**src/rtl/axi_lite_pkg.sv**
```systemverilog
// Shared AXI4-Lite response/protection constants and the command-master state encoding.
package axi_lite_pkg;

    localparam logic [1:0] AXI_RESP_OKAY   = 2'b00;
    localparam logic [1:0] AXI_RESP_EXOKAY = 2'b01;
    localparam logic [1:0] AXI_RESP_SLVERR = 2'b10;
    localparam logic [1:0] AXI_RESP_DECERR = 2'b11;

    localparam logic [2:0] AXI_PROT_DEFAULT = 3'b000;

    typedef logic [2:0] state_t;

    localparam state_t ST_IDLE    = 3'd0;
    localparam state_t ST_WR_AW_W = 3'd1;
    localparam state_t ST_WR_B    = 3'd2;
    localparam state_t ST_RD_AR   = 3'd3;
    localparam state_t ST_RD_R    = 3'd4;
    localparam state_t ST_RSP     = 3'd5;

endpackage

```
**src/rtl/axi_lite_cmd_master.sv**
```systemverilog
// Single-outstanding AXI4-Lite master driven by a valid/ready command stream.
// Define AXI_MASTER_TIMEOUT_EN to abort hung bus transactions after TIMEOUT_CYCLES.
module axi_lite_cmd_master
    import axi_lite_pkg::*;
#(
    parameter int ADDR_WIDTH     = 4,
    parameter int DATA_WIDTH     = 32,
    parameter int TIMEOUT_CYCLES = 1024
) (
    input  logic                    clk,
    input  logic                    rst_n,
    input  logic                    cmd_valid,
    output logic                    cmd_ready,
    input  logic                    cmd_write,
    input  logic [ADDR_WIDTH-1:0]   cmd_addr,
    input  logic [DATA_WIDTH-1:0]   cmd_wdata,
    input  logic [DATA_WIDTH/8-1:0] cmd_wstrb,
    output logic                    rsp_valid,
    input  logic                    rsp_ready,
    output logic [DATA_WIDTH-1:0]   rsp_rdata,
    output logic [1:0]              rsp_resp,
    output logic                    rsp_timeout,
    output logic [ADDR_WIDTH-1:0]   M_AXI_AWADDR,
    output logic [2:0]              M_AXI_AWPROT,
    output logic                    M_AXI_AWVALID,
    input  logic                    M_AXI_AWREADY,
    output logic [DATA_WIDTH-1:0]   M_AXI_WDATA,
    output logic [DATA_WIDTH/8-1:0] M_AXI_WSTRB,
    output logic                    M_AXI_WVALID,
    input  logic                    M_AXI_WREADY,
    input  logic [1:0]              M_AXI_BRESP,
    input  logic                    M_AXI_BVALID,
    output logic                    M_AXI_BREADY,
    output logic [ADDR_WIDTH-1:0]   M_AXI_ARADDR,
    output logic [2:0]              M_AXI_ARPROT,
    output logic                    M_AXI_ARVALID,
    input  logic                    M_AXI_ARREADY,
    input  logic [DATA_WIDTH-1:0]   M_AXI_RDATA,
    input  logic [1:0]              M_AXI_RRESP,
    input  logic                    M_AXI_RVALID,
    output logic                    M_AXI_RREADY
);

    localparam int STRB_W = DATA_WIDTH / 8;

    state_t                  state_q, state_d;
    logic                    cmd_ready_q, cmd_ready_d;
    logic                    awvalid_q, awvalid_d, wvalid_q, wvalid_d, arvalid_q, arvalid_d;
    logic                    bready_q, bready_d, rready_q, rready_d;
    logic                    aw_done_q, aw_done_d, w_done_q, w_done_d;
    logic [ADDR_WIDTH-1:0]   addr_q, addr_d;
    logic [DATA_WIDTH-1:0]   wdata_q, wdata_d;
    logic [STRB_W-1:0]       wstrb_q, wstrb_d;
    logic                    rsp_valid_q, rsp_valid_d;
    logic [DATA_WIDTH-1:0]   rsp_rdata_q, rsp_rdata_d;
    logic [1:0]              rsp_resp_q, rsp_resp_d;
    logic                    rsp_timeout_q, rsp_timeout_d;
    logic                    aw_hs, w_hs;

    assign aw_hs = awvalid_q & M_AXI_AWREADY;
    assign w_hs  = wvalid_q & M_AXI_WREADY;

`ifdef AXI_MASTER_TIMEOUT_EN
    localparam int CNT_W = $clog2(TIMEOUT_CYCLES) + 1;
    localparam logic [CNT_W-1:0] TMO_LAST = CNT_W'(TIMEOUT_CYCLES - 2);

    logic [CNT_W-1:0] tmo_cnt_q, tmo_cnt_d;
`else
    logic unused_tmo_param;
    assign unused_tmo_param = (TIMEOUT_CYCLES < 2);
`endif

    always_comb begin
        state_d       = state_q;
        awvalid_d     = awvalid_q;
        wvalid_d      = wvalid_q;
        arvalid_d     = arvalid_q;
        bready_d      = bready_q;
        rready_d      = rready_q;
        aw_done_d     = aw_done_q;
        w_done_d      = w_done_q;
        addr_d        = addr_q;
        wdata_d       = wdata_q;
        wstrb_d       = wstrb_q;
        rsp_valid_d   = rsp_valid_q;
        rsp_rdata_d   = rsp_rdata_q;
        rsp_resp_d    = rsp_resp_q;
        rsp_timeout_d = rsp_timeout_q;

        case (state_q)
            ST_IDLE: begin
                if (cmd_valid && cmd_ready_q) begin
                    addr_d  = cmd_addr;
                    wdata_d = cmd_wdata;
                    wstrb_d = cmd_wstrb;
                    if (cmd_write) begin
                        awvalid_d = 1'b1;
                        wvalid_d  = 1'b1;
                        aw_done_d = 1'b0;
                        w_done_d  = 1'b0;
                        state_d   = ST_WR_AW_W;
                    end else begin
                        arvalid_d = 1'b1;
                        state_d   = ST_RD_AR;
                    end
                end
            end
            ST_WR_AW_W: begin
                // AW and W complete independently; move on once both have handshaken.
                if (aw_hs) begin
                    awvalid_d = 1'b0;
                    aw_done_d = 1'b1;
                end
                if (w_hs) begin
                    wvalid_d = 1'b0;
                    w_done_d = 1'b1;
                end
                if ((aw_done_q || aw_hs) && (w_done_q || w_hs)) begin
                    bready_d = 1'b1;
                    state_d  = ST_WR_B;
                end
            end
            ST_WR_B: begin
                if (M_AXI_BVALID && bready_q) begin
                    bready_d      = 1'b0;
                    rsp_valid_d   = 1'b1;
                    rsp_rdata_d   = '0;
                    rsp_resp_d    = M_AXI_BRESP;
                    rsp_timeout_d = 1'b0;
                    state_d       = ST_RSP;
                end
            end
            ST_RD_AR: begin
                if (arvalid_q && M_AXI_ARREADY) begin
                    arvalid_d = 1'b0;
                    rready_d  = 1'b1;
                    state_d   = ST_RD_R;
                end
            end
            ST_RD_R: begin
                if (M_AXI_RVALID && rready_q) begin
                    rready_d      = 1'b0;
                    rsp_valid_d   = 1'b1;
                    rsp_rdata_d   = M_AXI_RDATA;
                    rsp_resp_d    = M_AXI_RRESP;
                    rsp_timeout_d = 1'b0;
                    state_d       = ST_RSP;
                end
            end
            ST_RSP: begin
                if (rsp_ready) begin
                    rsp_valid_d = 1'b0;
                    state_d     = ST_IDLE;
                end
            end
            default: state_d = ST_IDLE;
        endcase

`ifdef AXI_MASTER_TIMEOUT_EN
        // The abort overrides any slave handshake landing in the same cycle.
        tmo_cnt_d = tmo_cnt_q;
        if (state_q == ST_IDLE) begin
            tmo_cnt_d = '0;
        end else if (state_q != ST_RSP) begin
            tmo_cnt_d = tmo_cnt_q + 1'b1;
            if (tmo_cnt_q == TMO_LAST) begin
                awvalid_d     = 1'b0;
                wvalid_d      = 1'b0;
                arvalid_d     = 1'b0;
                bready_d      = 1'b0;
                rready_d      = 1'b0;
                rsp_valid_d   = 1'b1;
                rsp_rdata_d   = '0;
                rsp_resp_d    = AXI_RESP_DECERR;
                rsp_timeout_d = 1'b1;
                state_d       = ST_RSP;
            end
        end
`endif

        cmd_ready_d = (state_d == ST_IDLE);
    end

    always_ff @(posedge clk or negedge rst_n) begin
        if (!rst_n) begin
            state_q       <= ST_IDLE;
            cmd_ready_q   <= 1'b0;
            awvalid_q     <= 1'b0;
            wvalid_q      <= 1'b0;
            arvalid_q     <= 1'b0;
            bready_q      <= 1'b0;
            rready_q      <= 1'b0;
            aw_done_q     <= 1'b0;
            w_done_q      <= 1'b0;
            addr_q        <= '0;
            wdata_q       <= '0;
            wstrb_q       <= '0;
            rsp_valid_q   <= 1'b0;
            rsp_rdata_q   <= '0;
            rsp_resp_q    <= AXI_RESP_OKAY;
            rsp_timeout_q <= 1'b0;
        end else begin
            state_q       <= state_d;
            cmd_ready_q   <= cmd_ready_d;
            awvalid_q     <= awvalid_d;
            wvalid_q      <= wvalid_d;
            arvalid_q     <= arvalid_d;
            bready_q      <= bready_d;
            rready_q      <= rready_d;
            aw_done_q     <= aw_done_d;
            w_done_q      <= w_done_d;
            addr_q        <= addr_d;
            wdata_q       <= wdata_d;
            wstrb_q       <= wstrb_d;
            rsp_valid_q   <= rsp_valid_d;
            rsp_rdata_q   <= rsp_rdata_d;
            rsp_resp_q    <= rsp_resp_d;
            rsp_timeout_q <= rsp_timeout_d;
        end
    end

`ifdef AXI_MASTER_TIMEOUT_EN
    always_ff @(posedge clk or negedge rst_n) begin
        if (!rst_n) begin
            tmo_cnt_q <= '0;
        end else begin
            tmo_cnt_q <= tmo_cnt_d;
        end
    end

    assign rsp_timeout = rsp_timeout_q;
`else
    logic unused_tmo_flag;
    assign unused_tmo_flag = rsp_timeout_q;
    assign rsp_timeout     = 1'b0;
`endif

    assign cmd_ready     = cmd_ready_q;
    assign rsp_valid     = rsp_valid_q;
    assign rsp_rdata     = rsp_rdata_q;
    assign rsp_resp      = rsp_resp_q;
    assign M_AXI_AWADDR  = addr_q;
    assign M_AXI_AWPROT  = AXI_PROT_DEFAULT;
    assign M_AXI_AWVALID = awvalid_q;
    assign M_AXI_WDATA   = wdata_q;
    assign M_AXI_WSTRB   = wstrb_q;
    assign M_AXI_WVALID  = wvalid_q;
    assign M_AXI_BREADY  = bready_q;
    assign M_AXI_ARADDR  = addr_q;
    assign M_AXI_ARPROT  = AXI_PROT_DEFAULT;
    assign M_AXI_ARVALID = arvalid_q;
    assign M_AXI_RREADY  = rready_q;

endmodule

```
**config.mk**
```make
export PLATFORM = sky130hd
export DESIGN_NAME = axi_lite_cmd_master
export DESIGN_NICKNAME = d
export VERILOG_FILES = /design/src/rtl/axi_lite_pkg.sv /design/src/rtl/axi_lite_cmd_master.sv
export SDC_FILE = /design/constraint.sdc
export NUM_CORES = 1
export LEC_CHECK = 0
export CAP_MARGIN = 20
export CORE_ASPECT_RATIO = 0.75
export CORE_MARGIN = 5
export CORE_UTILIZATION = 45
export CTS_BUF_LIST = sky130_fd_sc_hd__clkbuf_2
export DETAILED_ROUTE_END_ITERATION = 16
export GPL_ROUTABILITY_DRIVEN = 0
export PLACE_DENSITY = 0.88
export SYNTH_ARGS = -nofsm -noshare
export SYNTH_HDL_FRONTEND = slang
export SYNTH_SLANG_ARGS = --single-unit
```
**constraint.sdc**
```tcl
create_clock -name clk -period 3 [get_ports clk]
set_input_delay 0.45 -clock clk [delete_from_list [all_inputs] [get_ports clk]]
set_output_delay 0.45 -clock clk [all_outputs]
set_load 0.02 [all_outputs]
```
Word level (Yosys, flattened, before mapping):

Index checks and enable logic that the tools add are counted.

* bits in registers: 86
* bits of input ports: 86
* output and inout bits: 92
* logic and storage cells: 95

* equal/unequal tests: 15
* multiplexer cells: 40
* bitwise gates (word level): 2
* reduce and logical (&&, ||, !) cells: 23

Operators by type and width (number)
* $mux W32: 2
* $pmux W32 S2: 1
* $ne A2 B2 Y1 const B: 10
* $mux W1: 18
* $mux W3: 6
* $pmux W3 S6: 1
* $reduce_and A4 Y1: 4
* $pmux W1 S2: 7
* $reduce_bool A2 Y1: 5
* $reduce_and A3 Y1: 3
* $eq A3 B2 Y1 const B: 2
* $eq A3 B3 Y1 const B: 2
* $logic_not A3 Y1: 2
* $mux W2: 3
* $logic_and A1 B1 Y1: 5
* $pmux W2 S2: 1
* $eq A3 B1 Y1 const B: 1
* $pmux W1 S3: 1
* $reduce_bool A3 Y1: 1
* $and A1 B1 Y1: 2
* $logic_or A1 B1 Y1: 2
* $reduce_and A2 Y1: 1

Longest topological paths before layout:

* depth after elaboration: 6
* gate-level depth with buffers: 7
* mapped depth without buffers: 4

Worst setup path before layout:

OpenSTA, ideal clock, no wires.

* path type: register to register
* start: reg state_q[2]
* end: reg cmd_ready_q, in the netlist cmd_ready
* setup time: 0.148 ns
* data arrival time: 1.427 ns
* required time: 2.852 ns
* setup slack: 1.425 ns
* cell stages (with the launch flop): 7
* path buffers: 2
* clock period less this slack: 1.575 ns
* cells stage by stage: dfrtp_1 > buf_6 > or2_4 > or3_1 > buf_4 > o211ai_2 > nor4_1

* cells in the longest elaborated chain, start to end: 3
* elaborated cells between the ends (all ways): 14
* those cells by class: 5 x eq/ne; 7 x mux; 2 x reduce/logical

Ends and longest elaborated chain
* from (decl): line axi_lite_cmd_master.sv:46 `state_t state_q, state_d;`
* from (signal assigned): line axi_lite_cmd_master.sv:203 `state_q <= state_d;`
* $eq A3 B3 Y1 (tied with other cells): line axi_lite_cmd_master.sv:90 `case (state_q)`
* $pmux W3 S6 *: line axi_lite_cmd_master.sv:90
* $logic_not A3 Y1 *: line axi_lite_cmd_master.sv:181 `cmd_ready_d = (state_d == ST_IDLE);`
* via cmd_ready_d: line axi_lite_cmd_master.sv:47 `logic cmd_ready_q, cmd_ready_d;`
* to (signal assigned): line axi_lite_cmd_master.sv:204 `cmd_ready_q <= cmd_ready_d;`
* to (decl): line axi_lite_cmd_master.sv:47

Mark *: on every way through the listed nets, which the timed path passes. The rest lies on a longest branch.
A chain may end at the register's enable or synchronous reset.

Worst setup path in the final report:

* start: reg rready_q, in the netlist M_AXI_RREADY
* end: out M_AXI_RREADY

RTL lines
* from (decl): line axi_lite_cmd_master.sv:49 `logic bready_q, bready_d, rready_q, rready_d;`
* from (signal assigned): line axi_lite_cmd_master.sv:209 `rready_q <= rready_d;`
* to (decl): line axi_lite_cmd_master.sv:41 `output logic M_AXI_RREADY`

No word-level cell between the ends.

==> results.json <==
{
  "rr_worst_depth": 5,
  "irDropWorstVdd_v": 0.000467,
  "initial_utilization_pct": 45.8,
  "final_nets": 641,
  "synth_xor_area_share_pct": 0,
  "yosysUniqueCellTypes": 31,
  "synth_area_um2": 3580,
  "netlist_instances": 394,
  "multi_input_area_um2": 1240,
  "coreArea_um2": 7810,
  "grt_max_degree": 87,
  "cts_root_buffer": "clkbuf_2",
  "die_w_um": 113,
  "grt_util_met1_pct": 23.9,
  "endpoint_kind": "primary output",
  "setup_viol": 0,
  "drive_above_1_share_pct": 4.82,
  "cts.clk_slew.worst_paths_ns": 0.23,
  "fin_skew_ns": 0.0386,
  "grt_pass1_vias": 3226,
  "yosys.area_share.simple_pct": 24.3,
  "viasPerCell": 4.76,
  "num_io_pins": 178,
  "worst_slack_ns": 0.916,
  "slew_violations": 0,
  "grt_use_met2_pct": 32.6,
  "final_util_pct": 69.2,
  "reg2reg_to": "M_AXI_ARADDR[1]",
  "holdWs_ns": 0.351,
  "mostFrequentLayoutCell": "nand2_1",
  "wl_um": 9760,
  "port_buffers": 170,
  "clk_latency_ns": 0.53,
  "critPathLaunch": "M_AXI_RREADY",
  "cts_tree": "built",
  "ys_seq_elements": 86,
  "crit_family": "buffers and inverters",
  "cts_resized": 0,
  "synth_top_family_by_area": "simple AND/OR/NAND/NOR gates",
  "fin_crit_sh_pct": 69.5,
  "arrival_ns": 1.63,
  "dieArea_um2": 9850,
  "grt_pass1_wl_um": 15600,
  "drc": 0,
  "hold_violations": 0,
  "slew_headroom_pct": 50.5,
  "syn_area_per_cell_um2": 9.08,
  "start_kind": "flip-flop",
  "syn2layout_area_growth_pct": 51.0,
  "drv_cap": 0,
  "max_stage_delay_ns": 0.67,
  "cp.required_ns": 2.55,
  "overflow": 0,
  "vias": 3169,
  "regArea_um2": 2150,
  "ctsHoldBuffers": 0,
  "rsz0062_at_grt": "false",
  "clkSinkCount": 86,
  "p_leak_nw": 2.43,
  "ys_seq_area_share_pct": 60.1,
  "critPathBufInv": 1,
  "timing.rr.start": "state_q[2]",
  "drtIter0Drc": 125,
  "clock_path_buffers": 2,
  "yosys_warnings": 0,
  "cp_slowest_cell": "clkdlybuf4s50_1",
  "firstDrtPassIters": 6,
  "fmax_mhz": 480,
  "avgRoutedWirePerCell_um": 14.7,
  "path_depth": 1,
  "numCtsBuffers": 9,
  "status": "complete, no violations",
  "tns_ns": 0,
  "synth-adder-area-share_pct": 0,
  "critPathMaxFanout": 5,
  "die_h_um": 87.2,
  "rows": 28,
  "top_usage_layer": "met2",
  "post_cts_buffers": 0,
  "drt.antenna.violating_nets": 0,
  "antenna_found_initial": 0,
  "pre_cts_ws_ns": 0.744,
  "power_per_cell_area_nw_per_um2": 913,
  "hp-class": "input port to asynchronous set/reset pin",
  "nFillCells": 607,
  "rrSetupSlack_ns": 0.96,
  "use_met3_pct": 8.82,
  "endpoint": "M_AXI_RREADY",
  "finalPower_w": 0.00494,
  "critPathKind": "flip-flop to primary output",
  "finalCriticalPeriod_ns": 2.08,
  "final_cell_mix": "nand2_1 (199), clkdlybuf4s50_1 (169), dfrtp_1 (86), o21ai_0 (38), clkbuf_2 (10)",
  "grt_use_total_pct": 19.9,
  "synth-compound-area-share_pct": 8.64,
  "worst_pin_slew_ns": 0.741,
  "cp_cell_sequence": "clkdlybuf4s50_1",
  "dp_hpwl_um": 7200,
  "htree_levels": 3,
  "synthMuxAreaShare_pct": 0.559
}
-- cell type report --
type                            instances  area share, %
Sequential cell                        86           39.8
Timing Repair Buffer                  177           33.1
Multi-Input combinational cell        280           22.9
Tap cell                              105           2.43
Clock buffer                           10          0.926
Clock inverter                          6          0.718
Inverter                                1         0.0695
Antenna cell                            1         0.0463
-- per-stage QoR --
| stage | instance area [um^2] | instances |
|---|---|---|
| floorplan | 3600 | 400 |
| detailed placement | 5280 | 647 |
| finish | 5400 | 666 |
| CTS | 5360 | 663 |
| global route | 5400 | 665 |
| global placement | 5280 | 647 |
-- per-layer routing --
layer	routed length [um]	up-vias
met5	0	-
met4	171	0
met1	4090	1453
met2	4410	136
li1	-	1563
met3	1100	17
-- cell families (layout without fill, tap and decap cells) --
family | after synthesis | in the layout
buffers and inverters | 34 | 194
other | 1 | 8
muxes | 2 | 2
AOI/OAI and AO/OA | 54 | 54
DFF | 86 | 86
and+or+nand+nor | 217 | 217
-- power breakdown --
group	internal, W	switching [W]
logic	0.00117	0.00134
clock network	0.000108	0.000391
registers	0.00162	0.000313
total	0.00289	0.00205
-- how the worst min path moves through the flow --
stage	startpoint	end	slack (ns)	cells past startpoint
2_1_floorplan	rst_n	M_AXI_ARADDR[0]	0.15	0
3_3_place_gp	M_AXI_WDATA[30]	M_AXI_WDATA[30]	0.46	2
3_5_place_dp	M_AXI_WDATA[1]	M_AXI_WDATA[1]	0.46	2
4_1_cts	rst_n	M_AXI_WSTRB[0]	0.08	1
5_1_grt	rst_n	M_AXI_WDATA[12]	0.31	2
6_report	rst_n	M_AXI_AWVALID	0.35	2
-- cell usage after synthesis --
cell / count / area [um^2]
a211oi_1: 1 / 7.51
or2_4: 1 / 8.76
dfrtp_1: 86 / 2150
a21bo_2: 1 / 10.0
o211ai_2: 1 / 12.5
nand2_1: 199 / 747
nor3b_1: 2 / 15.0
nor2_1: 1 / 3.75
and3b_1: 1 / 8.76
buf_2: 10 / 50.1
o21ai_0: 38 / 190
or3_1: 1 / 6.26
o32ai_1: 1 / 8.76
nor3_2: 1 / 10.0
a22o_1: 2 / 17.5
buf_6: 5 / 56.3
nor4_1: 2 / 12.5
nand3_1: 3 / 15.0
conb_1: 1 / 3.75
clkbuf_1: 6 / 22.5
nand4b_1: 2 / 17.5
inv_1: 1 / 3.75
o32a_1: 1 / 10.0
mux2i_1: 2 / 20.0
nand3b_1: 1 / 7.51
a21o_1: 2 / 15.0
buf_4: 12 / 90.1
a21oi_1: 5 / 25.0
nand2b_1: 2 / 12.5
nand4_1: 1 / 6.26
a31oi_1: 2 / 12.5
-- state kept, by name, summed over array words and instances, names as in the netlist, 2 cells and up --
name	cells
M_AXI_WDATA	32
M_AXI_WSTRB	4
rsp_resp	2
rsp_rdata	32
M_AXI_ARADDR	4
state_q	3
(Power assumes the default switching activity.)
